<file path="config.mk">
export PLATFORM = sky130hd
export DESIGN_NAME = synchro_serializer
export DESIGN_NICKNAME = d
export VERILOG_FILES = /design/src/rtl/synchro_serializer.sv
export SDC_FILE = /design/constraint.sdc
export NUM_CORES = 1
export LEC_CHECK = 0
export CORE_AREA = 2 2 69 71
export CTS_CLUSTER_SIZE = 8
export DETAILED_ROUTE_END_ITERATION = 8
export DIE_AREA = 0 0 71 73
export PLACE_DENSITY = 0.77
export SETUP_SLACK_MARGIN = 0.2
export SYNTH_ARGS = -nofsm -noshare
export SYNTH_HDL_FRONTEND = slang
export SYNTH_SLANG_ARGS = --single-unit
</file>
<file path="constraint.sdc">
create_clock -name clk -period 2.76 [get_ports clk]
set_input_delay 0.552 -clock clk [delete_from_list [all_inputs] [get_ports clk]]
set_output_delay 0.552 -clock clk [all_outputs]
set_load 0.005 [all_outputs]
</file>
<file path="src/rtl/synchro_serializer.sv">
// synchro_serializer: plays a latched WORD-bit bus value out one bit at a time,
// as a one-cycle zeroes/ones pulse plus a timed led blink (short = 0, long = 1).
// Build option: define SERIALIZER_LSB_FIRST_EN to emit bit 0 first instead of
// the MSB; timing is identical in both builds.
module synchro_serializer #(
    parameter int WORD = 4,
    parameter int UNIT = 25_000_000
) (
    input  logic            clk,
    input  logic            reset,
    input  logic            start,
    input  logic [WORD-1:0] bus,
    output logic            zeroes,
    output logic            ones,
    output logic            led,
    output logic            busy,
    output logic            done
);

    localparam int CW = $clog2(3 * UNIT);
    localparam int IW = (WORD > 1) ? $clog2(WORD) : 1;

    // Phase counters hold (length - 1) and end the phase when they reach 0.
    localparam logic [CW-1:0] T_SHORT = CW'(UNIT - 1);
    localparam logic [CW-1:0] T_LONG  = CW'(3 * UNIT - 1);
    localparam logic [CW-1:0] T_OFF   = CW'(2 * UNIT - 1);

`ifdef SERIALIZER_LSB_FIRST_EN
    localparam logic [IW-1:0] IDX_FIRST = IW'(0);
    localparam logic [IW-1:0] IDX_LAST  = IW'(WORD - 1);
`else
    localparam logic [IW-1:0] IDX_FIRST = IW'(WORD - 1);
    localparam logic [IW-1:0] IDX_LAST  = IW'(0);
`endif

    typedef enum logic [1:0] {S_IDLE, S_ON, S_OFF} state_t;

    state_t          state, state_n;
    logic [CW-1:0]   cnt, cnt_n;
    logic [IW-1:0]   idx, idx_n;
    logic [WORD-1:0] shadow, shadow_n;

    logic zeroes_n, ones_n, led_n, busy_n, done_n;
    logic pulse, bit_n;

    // State, phase counter, bit index and shadow word registers.
    always_ff @(posedge clk or posedge reset) begin
        if (reset) begin
            state  <= S_IDLE;
            cnt    <= '0;
            idx    <= '0;
            shadow <= '0;
        end else begin
            state  <= state_n;
            cnt    <= cnt_n;
            idx    <= idx_n;
            shadow <= shadow_n;
        end
    end

    // Next-state logic: latch the word on start, time ON/OFF phases, step the index.
    always_comb begin
        state_n  = state;
        cnt_n    = cnt;
        idx_n    = idx;
        shadow_n = shadow;
        case (state)
            S_IDLE: begin
                if (start) begin
                    shadow_n = bus;
                    idx_n    = IDX_FIRST;
                    state_n  = S_ON;
                    cnt_n    = bus[IDX_FIRST] ? T_LONG : T_SHORT;
                end
            end
            S_ON: begin
                if (cnt == '0) begin
                    state_n = S_OFF;
                    cnt_n   = T_OFF;
                end else begin
                    cnt_n = cnt - CW'(1);
                end
            end
            S_OFF: begin
                if (cnt != '0) begin
                    cnt_n = cnt - CW'(1);
                end else if (idx == IDX_LAST) begin
                    state_n = S_IDLE;
                end else begin
`ifdef SERIALIZER_LSB_FIRST_EN
                    idx_n = idx + IW'(1);
`else
                    idx_n = idx - IW'(1);
`endif
                    state_n = S_ON;
                    cnt_n   = shadow[idx_n] ? T_LONG : T_SHORT;
                end
            end
            default: begin
                state_n = S_IDLE;
            end
        endcase
    end

    // Output decode from the upcoming state, so the registered outputs line up with it.
    always_comb begin
        pulse    = (state_n == S_ON) && (state != S_ON);
        bit_n    = shadow_n[idx_n];
        led_n    = (state_n == S_ON);
        busy_n   = (state_n != S_IDLE);
        ones_n   = pulse && bit_n;
        zeroes_n = pulse && !bit_n;
        done_n   = (state == S_OFF) && (state_n == S_IDLE);
    end

    // Output registers.
    always_ff @(posedge clk or posedge reset) begin
        if (reset) begin
            zeroes <= 1'b0;
            ones   <= 1'b0;
            led    <= 1'b0;
            busy   <= 1'b0;
            done   <= 1'b0;
        end else begin
            zeroes <= zeroes_n;
            ones   <= ones_n;
            led    <= led_n;
            busy   <= busy_n;
            done   <= done_n;
        end
    end

endmodule

</file>
==> flow_summary_export.csv <==
group,metric,value,unit
clock_network,clk_pin_slew,0.08,ns
grt,antenna_found_initial,0,
timing,tns,0,ns
clock_network,clock-sinks,40,
worst_setup_path,endpoint_kind,"flop",
clock_network,hold_buffers,0,
layout,final_nets,322,
synthesis,syn_area,2560,µm²
synthesis,yosysMostFrequentCell,"dfrtp_1",
worst_setup_path,critPathLaunchType,"flop",
grt,grt_pass1_vias,2191,
power,p_total,0.00291,W
power,clkPwrFrac,0.182,
layout,drive_gt1_frac,0.186,
run,drv_cap,0,
clock_network,clock_latency,0.30,ns
timing,fin_ws,0.171,ns
die,die_area,5180,µm²
synthesis,yosysTopAreaCellShare,0.391,
power,p_per_area,970,nW/µm²
clock_network,cts-root-buf,"clkbuf_8",
worst_setup_path,worstPathRequired,3.00,ns
power,swShare,0.408,
layout,instances_no_fill,361,
drt,drtIter0Drc,175,
placed_design,place_hpwl,4590,µm
clock_network,h-tree-depth,2,
timing,period_share,0.938,
synthesis,synth-main-ff-cell,"dfrtp_1",
timing,max_freq,386,MHz
die,die_h,73,µm
grt,grt_max_degree,41,
timing,setup_viol,0,
synthesis,yosysWarnings,0,
power,p_leak,1.27,nW
die,die_x,71,µm
synthesis,syn-num-nets,297,
die,rows,25,
grt,grt_usage,0.262,
drt,detail_route.wl_per_cell,18.0,µm
worst_setup_path,cp_max_fo,5,
synthesis,async_reset_ff_frac,1.00,
layout,final_util,0.662,
power,p_seq_frac,0.351,
worst_setup_path,crit_type,"reg -> reg",
power,p_switching,0.00119,W
placed_design,place_ws,0.0825,ns
synthesis,synth.largest_area_cell,"dfrtp_1",
timing,slew_viol_final,0,
clock_network,cts-buffers-inserted,5,
synthesis,synth_top_cells_by_area,"dfrtp_1 39%, o21ai_0 5.3%, a21oi_1 4.5%",
synthesis,synth-seq-area-share,0.391,
status,status,"finished clean",
placed_design,place_inst,350,
drt,post-route-drc-count,0,
timing,finalHoldViolCount,0,
power,internal_power,0.00172,W
layout,diodes,0,
synthesis,syn_area_per_cell,9.11,µm²
die,coreArea,4540,µm²
clock_network,cts_tree,"yes",
drt,wl,6500,µm
grt,grt_overflow,0,
power,ir_worst_vdd,0.532,mV
synthesis,yosys-top-cells-count,"40 x dfrtp_1, 27 x o21ai_0, 23 x a21oi_1, 18 x nor2_1, 16 x inv_1",
worst_setup_path,crit_arrival,2.83,ns
layout,syn_to_final_growth,17.3,%
grt,grt_pass1_wl,10600,µm
timing,rsz0062_at_grt,"true",
timing,max_slew.worst_pin.slew,0.748,ns
timing,skew,0.00666,ns
drt,ant_nets,0,
placed_design,portBuffers,11,
die,start_util,0.564,
timing,min_period,2.59,ns
synthesis,synth-edff-count,0,
synthesis,synth_cell_types,55,
synthesis,synth_seq_cells,40,
drt,routed_via_density,6.57,
synthesis,postSynthCellCount,281,
drt,first_pass_iters,4,
timing,slew_headroom,0.496,
worst_hold_path,hold_path_class,"reg -> reg",
drt,routed-via-count,2372,
power,p_comb_frac,0.466,
die,pin_count,12,
placed_design,gp_congestion,0.909,
worst_setup_path,r2r_slack,0.17,ns
clock_network,cts.path.max_buffers,2,
-- power groups by stage --
stage	combinational [W]	sequential [W]	clock (W)
4_1_cts	0.00129	0.00101	0.000535
6_report	0.00136	0.00102	0.000531
2_1_floorplan	0.000977	0.000949	0
3_3_place_gp	0.00125	0.00101	0
3_5_place_dp	0.00129	0.00102	0
5_1_grt	0.00150	0.00105	0.000561
-- critical path, stage by stage, from the launching register on --
cell	delay, ns
dfrtp_1	0.41
inv_2	0.09
ha_4	0.15
or4b_4	0.51
buf_4	0.17
nor3_4	0.25
a21oi_1	0.13
or2_1	0.22
a221o_1	0.38
and3b_1	0.21
-- cell families after synthesis --
logic type               Yosys count  synth area share
multiplexers                       5            0.0259
adder cells (fa/ha/maj)            9            0.0440
AO/OA/AOI/OAI                    101             0.263
XOR/XNOR                           2           0.00685
buffers and inverters             30            0.0553
AND/OR/NAND/NOR                   94             0.214
flip-flops                        40             0.391
-- cell usage in the layout, fill, tap and decap left out, types with 7 or more instances in the layout --
master / Yosys / layout
o22a_1: 7 / 7
dfrtp_1: 40 / 40
a21oi_1: 23 / 23
nand3_1: 7 / 7
a22o_1: 8 / 8
nor3_1: 14 / 14
clkbuf_8: 0 / 7
inv_1: 16 / 14
nor2_1: 18 / 18
o21ai_0: 27 / 25
nand2_1: 13 / 12
buf_4: 0 / 21
clkdlybuf4s50_1: 0 / 11
ha_1: 9 / 8
nor4_1: 8 / 7
-- final cells by class --
class,instances,area [µm²]
clock buffer,7,96.3
inverter,16,60.1
fill,350,1530
sequential,40,1000
timing repair buffer,32,268
multi-input combinational,211,1480
clock inverter,1,30.0
tap,54,67.6
-- what timing repair did --
| action | CTS | global route |
|---|---|---|
| pin swaps | 1 | 3 |
| setup endpoints to repair | 29 | 23 |
| setup buffers | 0 | 3 |
| gates resized for setup | 2 | 13 |
-- layer usage --
metal	global-route usage	vias to the layer above	wire length, µm
li1	-	1115	-
met1	0.365	1158	2830
met2	0.418	83	3120
met3	0.0442	16	384
met4	0.0839	0	159
met5	0	-	0
-- flip-flops by register name (all words and copies together), names as in the netlist --
name and count:
busy 1, cnt 27, done 1, idx 2, led 1, ones 1
shadow 4, state 2, zeroes 1
-- stage by stage --
stage | instance area (µm²) | hold WS (ns)
global placement | 2790 | 0.485
CTS | 2920 | 0.518
global route | 3000 | 0.554
detailed placement | 2790 | 0.499
finish | 3000 | 0.519
floorplan | 2560 | 0.465
-- final timing paths --
check                                     from             endpoint  cells after the start
max                         cnt[0]$_DFFE_PP0P_     zeroes$_DFF_PP0_                      9
min                        shadow[3]$_DFF_PP0_  shadow[3]$_DFF_PP0_                      2
max reg2reg                 cnt[0]$_DFFE_PP0P_     zeroes$_DFF_PP0_                      9
min reg2reg                shadow[3]$_DFF_PP0_  shadow[3]$_DFF_PP0_                      2
max in group asynchronous                reset   cnt[8]$_DFFE_PP0P_                      3
min in group asynchronous                reset  shadow[3]$_DFF_PP0_                      3
(Power assumes the default switching activity.)
